==> config.mk <==
export PLATFORM = sky130hd
export DESIGN_NAME = muldiv_unit
export DESIGN_NICKNAME = d
export VERILOG_FILES = /design/src/rtl/muldiv_pkg.sv /design/src/rtl/muldiv_iter.sv /design/src/rtl/muldiv_unit.sv
export SDC_FILE = /design/constraint.sdc
export NUM_CORES = 1
export LEC_CHECK = 0
export ABC_AREA = 1
export ABC_CLOCK_PERIOD_IN_PS = 8690
export CAP_MARGIN = 20
export CORE_ASPECT_RATIO = 2
export CORE_UTILIZATION = 61
export DETAILED_ROUTE_END_ITERATION = 16
export PLACE_DENSITY = 0.83
export SKIP_LAST_GASP = 1
export SYNTH_ARGS = -nofsm -noshare
export SYNTH_HDL_FRONTEND = slang
export SYNTH_SLANG_ARGS = --single-unit
==> constraint.sdc <==
create_clock -name clk -period 8.69 [get_ports clk]
set_clock_uncertainty 0.1 [all_clocks]
set_input_delay 2.607 -clock clk [delete_from_list [all_inputs] [get_ports clk]]
set_output_delay 2.607 -clock clk [all_outputs]
set_load 0.005 [all_outputs]
==> src/rtl/muldiv_pkg.sv <==
// Shared definitions for the iterative multiply/divide unit: op encodings,
// FSM states and the counter-width helper.
package muldiv_pkg;

  localparam logic [2:0] OP_MULT  = 3'b000;
  localparam logic [2:0] OP_MULTU = 3'b001;
  localparam logic [2:0] OP_DIV   = 3'b010;
  localparam logic [2:0] OP_DIVU  = 3'b011;
  localparam logic [2:0] OP_MTHI  = 3'b100;
  localparam logic [2:0] OP_MTLO  = 3'b101;

  typedef enum logic [1:0] {
    IDLE = 2'd0,
    RUN  = 2'd1,
    FIX  = 2'd2
  } state_e;

  // Never returns 0 so a counter declared with it always has at least one bit.
  function automatic int unsigned clog2(input int unsigned value);
    int unsigned res;
    res = 0;
    while ((32'd1 << res) < value) res++;
    if (res == 0) res = 1;
    return res;
  endfunction

endpackage

==> src/rtl/muldiv_iter.sv <==
// Per-cycle datapath on the {acc, q} register pair: shift-add for multiply,
// restoring shift-subtract for divide. Operands are unsigned magnitudes.
module muldiv_iter
  import muldiv_pkg::*;
#(
  parameter int unsigned WIDTH = 32
) (
  input  logic             clk,
  input  logic             rst,
  input  logic             load,
  input  logic             step,
  input  logic             is_div,
  input  logic [WIDTH-1:0] q_init,
  input  logic [WIDTH-1:0] m_init,
  output logic [WIDTH-1:0] acc,
  output logic [WIDTH-1:0] q
);

  logic [WIDTH-1:0] acc_q, acc_d;
  logic [WIDTH-1:0] q_q, q_d;
  logic [WIDTH-1:0] m_q, m_d;
  logic [WIDTH:0]   sum;
  logic [WIDTH:0]   sh;
  logic [WIDTH-1:0] sub;
  logic             ge;

  always_comb begin
    acc_d = acc_q;
    q_d   = q_q;
    m_d   = m_q;
    sum   = {1'b0, acc_q} + (q_q[0] ? {1'b0, m_q} : '0);
    sh    = {acc_q, q_q[WIDTH-1]};
    ge    = (sh >= {1'b0, m_q});
    // When ge holds the true difference is below m, so the low WIDTH bits suffice.
    sub   = sh[WIDTH-1:0] - m_q;
    if (load) begin
      acc_d = '0;
      q_d   = q_init;
      m_d   = m_init;
    end else if (step) begin
      if (is_div) begin
        acc_d = ge ? sub : sh[WIDTH-1:0];
        q_d   = {q_q[WIDTH-2:0], ge};
      end else begin
        acc_d = sum[WIDTH:1];
        q_d   = {sum[0], q_q[WIDTH-1:1]};
      end
    end
  end

  always_ff @(posedge clk or posedge rst) begin
    if (rst) begin
      acc_q <= '0;
      q_q   <= '0;
      m_q   <= '0;
    end else begin
      acc_q <= acc_d;
      q_q   <= q_d;
      m_q   <= m_d;
    end
  end

  assign acc = acc_q;
  assign q   = q_q;

endmodule

==> src/rtl/muldiv_unit.sv <==
// Iterative MULT/MULTU/DIV/DIVU unit with HI/LO registers, MTHI/MTLO,
// start/busy/done handshake and pipeline-flush cancel.
module muldiv_unit
  import muldiv_pkg::*;
#(
  parameter int unsigned WIDTH = 32
) (
  input  logic             clk,
  input  logic             rst,
  input  logic             start,
  input  logic [2:0]       op,
  input  logic [WIDTH-1:0] A,
  input  logic [WIDTH-1:0] B,
  input  logic             cancel,
  output logic             busy,
  output logic             done,
  output logic [WIDTH-1:0] hi,
  output logic [WIDTH-1:0] lo
);

  localparam int unsigned CNT_W = clog2(WIDTH);
  localparam logic [CNT_W-1:0] CNT_LAST = CNT_W'(WIDTH - 1);

  state_e             state_q, state_d;
  logic [CNT_W-1:0]   cnt_q, cnt_d;
  logic               is_div_q, is_div_d;
  logic               neg_q_q, neg_q_d;
  logic               neg_r_q, neg_r_d;
  logic               div0_q, div0_d;
  logic               busy_q, busy_d;
  logic               done_q, done_d;
  logic [WIDTH-1:0]   hi_q, hi_d;
  logic [WIDTH-1:0]   lo_q, lo_d;

  logic               load, step;
  logic               signed_op, a_neg, b_neg;
  logic [WIDTH-1:0]   a_mag, b_mag;
  logic [WIDTH-1:0]   q_init, m_init;
  logic [WIDTH-1:0]   it_acc, it_q;
  logic [2*WIDTH-1:0] prod;
  logic [WIDTH-1:0]   quo, rem;

  muldiv_iter #(.WIDTH(WIDTH)) u_iter (
    .clk    (clk),
    .rst    (rst),
    .load   (load),
    .step   (step),
    .is_div (is_div_q),
    .q_init (q_init),
    .m_init (m_init),
    .acc    (it_acc),
    .q      (it_q)
  );

  always_comb begin
    signed_op = (op == OP_MULT) || (op == OP_DIV);
    a_neg     = signed_op & A[WIDTH-1];
    b_neg     = signed_op & B[WIDTH-1];
    a_mag     = a_neg ? -A : A;
    b_mag     = b_neg ? -B : B;
    q_init    = op[1] ? a_mag : b_mag;
    m_init    = op[1] ? b_mag : a_mag;

    // Sign correction; MIN / -1 wraps back to MIN with zero remainder.
    prod = {it_acc, it_q};
    if (neg_q_q) prod = -prod;
    quo = neg_q_q ? -it_q : it_q;
    rem = neg_r_q ? -it_acc : it_acc;
    if (div0_q) quo = '1;
  end

  always_comb begin
    state_d  = state_q;
    cnt_d    = cnt_q;
    is_div_d = is_div_q;
    neg_q_d  = neg_q_q;
    neg_r_d  = neg_r_q;
    div0_d   = div0_q;
    busy_d   = busy_q;
    done_d   = 1'b0;
    hi_d     = hi_q;
    lo_d     = lo_q;
    load     = 1'b0;
    step     = 1'b0;
    unique case (state_q)
      IDLE: begin
        if (start && !cancel) begin
          unique case (op)
            OP_MULT, OP_MULTU, OP_DIV, OP_DIVU: begin
              load     = 1'b1;
              is_div_d = op[1];
              neg_q_d  = a_neg ^ b_neg;
              neg_r_d  = a_neg;
              div0_d   = op[1] && (B == '0);
              cnt_d    = '0;
              busy_d   = 1'b1;
              state_d  = RUN;
            end
            OP_MTHI: hi_d = A;
            OP_MTLO: lo_d = A;
            default: ;
          endcase
        end
      end
      RUN: begin
        if (cancel) begin
          busy_d  = 1'b0;
          cnt_d   = '0;
          state_d = IDLE;
        end else begin
          step = 1'b1;
          if (cnt_q == CNT_LAST) begin
            cnt_d   = '0;
            state_d = FIX;
          end else begin
            cnt_d = cnt_q + 1'b1;
          end
        end
      end
      FIX: begin
        busy_d  = 1'b0;
        state_d = IDLE;
        if (!cancel) begin
          done_d = 1'b1;
          if (is_div_q) begin
            hi_d = rem;
            lo_d = quo;
          end else begin
            hi_d = prod[2*WIDTH-1:WIDTH];
            lo_d = prod[WIDTH-1:0];
          end
        end
      end
      default: begin
        busy_d  = 1'b0;
        state_d = IDLE;
      end
    endcase
  end

  always_ff @(posedge clk or posedge rst) begin
    if (rst) begin
      state_q  <= IDLE;
      cnt_q    <= '0;
      is_div_q <= 1'b0;
      neg_q_q  <= 1'b0;
      neg_r_q  <= 1'b0;
      div0_q   <= 1'b0;
      busy_q   <= 1'b0;
      done_q   <= 1'b0;
      hi_q     <= '0;
      lo_q     <= '0;
    end else begin
      state_q  <= state_d;
      cnt_q    <= cnt_d;
      is_div_q <= is_div_d;
      neg_q_q  <= neg_q_d;
      neg_r_q  <= neg_r_d;
      div0_q   <= div0_d;
      busy_q   <= busy_d;
      done_q   <= done_d;
      hi_q     <= hi_d;
      lo_q     <= lo_d;
    end
  end

  assign busy = busy_q;
  assign done = done_q;
  assign hi   = hi_q;
  assign lo   = lo_q;

endmodule

==> results.sh, run 1 <==
export IMPL_grt_first_pass_wirelength_mm=163
export IMPL_post_synth_main_area_contributors="sky130_fd_sc_hd__dfrtp_1 24%, sky130_fd_sc_hd__nand2_1 19%, sky130_fd_sc_hd__nor2_1 9.3%"
export IMPL_cts_max_level=4
export IMPL_floorplan_io_pins=137
export IMPL_yosysTopAreaCell="sky130_fd_sc_hd__dfrtp_1"
export IMPL_synth_ff_latch_count=173
export IMPL_synth_top_cell_area_share_pct=24.1
export IMPL_synth_nets=3207
export IMPL_number_of_different_library_cells_in_the_post_synthesis_netlist=50
export IMPL_globalRouteOverflowTotal=187
export IMPL_synth_edff_count=0
export IMPL_cts_hold_fix_buffers=0
export IMPL_first_global_vias=23919
export IMPL_tritoncts_num_buffers=17
export IMPL_core_rowCount=88
export IMPL_clockBufferDepth=2
export IMPL_initial_core_utilization_pct=62.2
export IMPL_postCtsSetupBuffers=0
export IMPL_tool_error="[ERROR GRT-0116] Global routing finished with congestion. Check the congestion regions in the DRC Viewer."
export IMPL_summed_instance_area_of_the_synthesized_netlist_um2=17900
export IMPL_buffer_ports_inserted=136
export IMPL_synth_warnings=0
export IMPL_netlist_instances=3064
export IMPL_synth_seq_area_share_pct=24.1
export IMPL_status="did not finish"
export IMPL_outcome_stop_stage="global routing (5_1_grt)"
export IMPL_place_congestion=1.27
export IMPL_cts_sinks=173
export IMPL_postCtsResizedCells=0
export IMPL_ys_async_sr_fraction_pct=100
export IMPL_pin_count_of_the_biggest_net_entering_global_routing=106
export IMPL_floorplan_die_height_um=245
export IMPL_post_dp_hpwl_mm=67.7
export IMPL_synth_avg_cell_area_um2=5.85
export IMPL_fp_dieW_um=123
export IMPL_gr_usage_all_layers_pct=72.0
export IMPL_synth_top_flop_cell="sky130_fd_sc_hd__dfrtp_1"
export IMPL_clock_tree_root_cell="sky130_fd_sc_hd__clkbuf_16"
layer usage:
layer | GRT usage (%) | GRT overflow
met5 | 10.8 | 1
met4 | 72.9 | 92
met1 | 72.9 | 1
met3 | 52.3 | 4
met2 | 90.4 | 89
cells by family after synthesis:
family | count (synthesis) | share of synthesized area (%)
compound gates | 464 | 15.0
flops | 173 | 24.1
buf+inv | 536 | 11.7
fa+ha+maj | 72 | 5.11
simple gates | 1749 | 40.7
xor+xnor | 70 | 3.42
per-stage QoR:
stage          worst slack [ns]  area (um2)  instances
4_1_cts                    3.04       20100       3516
3_3_place_gp               2.60       19500       3484
3_5_place_dp               2.57       19500       3484
2_1_floorplan              1.29       17900       3064
synth_stat cells (16+ instances only):
| cell | n |
|---|---|
| sky130_fd_sc_hd__nand4_1 | 39 |
| sky130_fd_sc_hd__nand3_1 | 281 |
| sky130_fd_sc_hd__buf_2 | 24 |
| sky130_fd_sc_hd__clkbuf_1 | 56 |
| sky130_fd_sc_hd__o21ai_0 | 155 |
| sky130_fd_sc_hd__nor2_1 | 442 |
| sky130_fd_sc_hd__a221oi_1 | 26 |
| sky130_fd_sc_hd__dfrtp_1 | 173 |
| sky130_fd_sc_hd__nand2_1 | 904 |
| sky130_fd_sc_hd__ha_1 | 70 |
| sky130_fd_sc_hd__o221ai_1 | 16 |
| sky130_fd_sc_hd__xor2_1 | 61 |
| sky130_fd_sc_hd__nor3_1 | 30 |
| sky130_fd_sc_hd__a21oi_1 | 181 |
| sky130_fd_sc_hd__o211ai_1 | 32 |
| sky130_fd_sc_hd__inv_1 | 430 |
==> run 2: changes to the inputs <==
--- a/config.mk
+++ b/config.mk
@@ -8,10 +8,9 @@
 export ABC_AREA = 1
 export ABC_CLOCK_PERIOD_IN_PS = 8690
 export CAP_MARGIN = 20
-export CORE_ASPECT_RATIO = 2
-export CORE_UTILIZATION = 61
+export CORE_UTILIZATION = 40
 export DETAILED_ROUTE_END_ITERATION = 16
-export PLACE_DENSITY = 0.83
+export PLACE_DENSITY_LB_ADDON = 0.15
 export SKIP_LAST_GASP = 1
 export SYNTH_ARGS = -nofsm -noshare
 export SYNTH_HDL_FRONTEND = slang
==> run 2 against run 1 <==
The run now ends clean. Synthesized area unchanged. Synthesized cell count unchanged.
==> results.sh, run 2 <==
export IMPL_hp_start="lo[8]"
export IMPL_ant_nets=0
export IMPL_crit_start="cancel"
export IMPL_floorplan_die_height_um=214
export IMPL_summed_instance_area_of_the_synthesized_netlist_um2=17900
export IMPL_final_hold_viol_count=0
export IMPL_synth_common_cells="904 x sky130_fd_sc_hd__nand2_1, 442 x sky130_fd_sc_hd__nor2_1, 430 x sky130_fd_sc_hd__inv_1, 281 x sky130_fd_sc_hd__nand3_1, 181 x sky130_fd_sc_hd__a21oi_1"
export IMPL_worst_r2r_path_depth=17
export IMPL_crit_type="input pin to register"
export IMPL_fp_dieW_um=214
export IMPL_timing_critical_path_slowest_cell_delay_ns=0.71
export IMPL_synth_ff_latch_count=173
export IMPL_critical_path_required_ns=9.03
export IMPL_peakVddDrop_uv=221
export IMPL_timing_final_crit_share_pct=67.9
export IMPL_critical_path_max_fanout=42
export IMPL_cp_num_buf_inv=4
export IMPL_synth_edff_count=0
export IMPL_grt_first_pass_wirelength_mm=127
export IMPL_critical_path_startpoint_type="input pin"
export IMPL_power_switching_w=0.00403
export IMPL_core_rowCount=77
export IMPL_synth_seq_area_share_pct=24.1
export IMPL_finish_net_count=3285
export IMPL_post_drt_via_cell_ratio=5.67
export IMPL_place_congestion=1.03
export IMPL_postCtsSetupBuffers=0
export IMPL_post_route_cells_drive_above_1_share_pct=3.23
export IMPL_initial_core_utilization_pct=40.6
export IMPL_comb_power_share_pct=63.5
export IMPL_critical_path_top_delay_family="simple AND/OR/NAND/NOR gates"
export IMPL_slew_viol_final=0
export IMPL_routed_wire_length_per_instance_um=23.1
export IMPL_clockBufferDepth=2
export IMPL_maxCapViolCount=0
export IMPL_synth_nets=3207
export IMPL_grt_antenna_before_repair=0
export IMPL_setup_tns_final_ns=0
export IMPL_ys_async_sr_fraction_pct=100
export IMPL_clock_tree_root_cell="sky130_fd_sc_hd__clkbuf_16"
export IMPL_slew_limit_headroom_pct=29.5
export IMPL_hold_critical_path_depth=2
export IMPL_gr_usage_all_layers_pct=38.4
export IMPL_antenna_cells_inserted=0
export IMPL_clk_pin_slew_ns=0.08
export IMPL_number_of_different_library_cells_in_the_post_synthesis_netlist=50
export IMPL_status="finished, final reports clean"
export IMPL_most_common_cell_after_layout_fill_and_taps_aside="sky130_fd_sc_hd__nand2_1"
export IMPL_rsz0062_at_grt="false"
export IMPL_timing_critical_path_arrival_ns=6.24
export IMPL_synth_warnings=0
export IMPL_netlist_instances=3064
export IMPL_routed_wirelength_mm=86.6
export IMPL_synth_most_common_cell="sky130_fd_sc_hd__nand2_1"
export IMPL_post_route_drc_violation_count=0
export IMPL_first_global_vias=19804
export IMPL_die_area_um2=45700
export IMPL_swShare_pct=57.6
export IMPL_seq_power_share_pct=24.4
export IMPL_buffer_ports_inserted=136
export IMPL_floorplan_io_pins=137
export IMPL_worst_path_max_delay_cell="sky130_fd_sc_hd__nor2_2"
export IMPL_clk_insertion_delay_late_ns=0.51
export IMPL_pin_count_of_the_biggest_net_entering_global_routing=103
export IMPL_dr_total_vias=21233
export IMPL_finish_utilization_pct=46.2
export IMPL_min_period_ns=5.90
export IMPL_power_frac_clock_pct=12.1
export IMPL_leakage_nw=10.2
export IMPL_worstReg2RegStart="u_iter.q[0]"
export IMPL_reg2reg_slack_ns=4.74
export IMPL_cts_max_level=4
export IMPL_min_to="lo[8]"
export IMPL_hold_path_class="register to register"
export IMPL_synth_top_flop_cell="sky130_fd_sc_hd__dfrtp_1"
export IMPL_globalRouteOverflowTotal=0
export IMPL_end_kind="register"
export IMPL_worstMarginPinSlew_ns=1.05
export IMPL_crit_path_cell_trace="clkdlybuf4s50_1 > nor2_1 > nand2_1 > nor2_2 > buf_4 > nand2_1 > inv_1 > buf_4 > nand3_1 > nand2_1 > a21oi_1 > nor2_1"
export IMPL_placed_cells_incl_taps=3713
export IMPL_final_cell_mix="904 x sky130_fd_sc_hd__nand2_1, 440 x sky130_fd_sc_hd__nor2_1, 429 x sky130_fd_sc_hd__inv_1, 281 x sky130_fd_sc_hd__nand3_1, 181 x sky130_fd_sc_hd__a21oi_1"
export IMPL_clock_fmax_mhz=170
export IMPL_cts_tree="built"
export IMPL_post_synth_main_area_contributors="sky130_fd_sc_hd__dfrtp_1 24%, sky130_fd_sc_hd__nand2_1 19%, sky130_fd_sc_hd__nor2_1 9.3%"
export IMPL_total_of_fill_cells_in_the_finished_design=4890
export IMPL_stdcell_count=3747
export IMPL_synth_avg_cell_area_um2=5.85
export IMPL_power_density_nw_per_um2=342
export IMPL_postCtsResizedCells=0
export IMPL_drtIter0Drc=2376
export IMPL_detail_route_first_pass_iterations=6
export IMPL_timing_rr_end="u_iter.acc[29]"
export IMPL_synth_top_cell_area_share_pct=24.1
export IMPL_cts_sinks=173
export IMPL_fp_coreArea_um2=44200
export IMPL_cellInternalPower_w=0.00296
export IMPL_syn_to_final_growth_pct=13.9
export IMPL_yosysTopAreaCell="sky130_fd_sc_hd__dfrtp_1"
export IMPL_post_dp_hpwl_mm=70.6
export IMPL_critical_path_top_cell_by_count="sky130_fd_sc_hd__nand2_1"
export IMPL_tritoncts_num_buffers=17
export IMPL_cts_hold_fix_buffers=0
export IMPL_setup_violations_final=0
## run 2: worst reg2reg max path: cells and delay by family, from the launching register on
family          cells  cell delay (ns)
compound gates      1             0.52
fa+ha+maj           2             0.67
buf+inv             3             0.30
flops               1             0.88
simple gates       11             1.37
## run 2: power by group through the flow
stage	clock [W]	sequential [W]	combinational, W
after floorplan	0	0.00137	0.00297
after global placement	0	0.00170	0.00431
after detailed placement	0	0.00169	0.00431
after CTS	0.000844	0.00168	0.00433
after global routing	0.000876	0.00172	0.00490
final	0.000846	0.00171	0.00444
## run 2: metrics by stage
step                      instance area, um2  hold WS (ns)  setup WS [ns]  total power, W
after floorplan                        17900         0.347           1.29         0.00433
after global placement                 19800         0.366           2.03         0.00600
after detailed placement               19800         0.379           2.38         0.00600
after CTS                              20400         0.398           2.92         0.00685
after global routing                   20400         0.438           2.60         0.00750
final                                  20400         0.398           2.79         0.00699
## run 2: cells by family (layout without fill, tap and decap cells)
| kind of cell | Yosys count | after routing | synth area share [%] |
|---|---|---|---|
| buf+inv | 536 | 627 | 11.7 |
| simple gates | 1749 | 1749 | 40.7 |
| xor+xnor | 70 | 70 | 3.42 |
| fa+ha+maj | 72 | 72 | 5.11 |
| compound gates | 464 | 464 | 15.0 |
| flops | 173 | 173 | 24.1 |
## run 2: per-layer routing
metal  global-route usage, %  vias to the layer above  share of wire (%)
met1                    53.4                    10048                 44
met5                       0                        -                  0
met3                    7.54                      170                8.5
li1                        -                    10021                  -
met2                    56.8                      994                 42
met4                    17.9                        0                4.9
## run 2: worst max-delay path by stage
| stage | slack, ns | depth (start not counted) | end |
|---|---|---|---|
| after global placement | 2.03 | 10 | u_iter.q[12] |
| after detailed placement | 2.38 | 12 | u_iter.q[27] |
| after global routing | 2.60 | 12 | u_iter.q[27] |
| final | 2.79 | 12 | u_iter.q[27] |
| after floorplan | 1.29 | 1 | busy |
| after CTS | 2.92 | 12 | u_iter.q[27] |
## run 2: area by class of cell
class	instances	area [um2]	area share, %
timing repair buffer	153	1550	7.58
clock inverter	14	175	0.858
tap	592	741	3.63
clock buffer	18	429	2.10
multi-input combinational	2355	11500	56.5
inverter	442	1660	8.15
sequential	173	4330	21.2
Power figures use the tool's default switching activity.
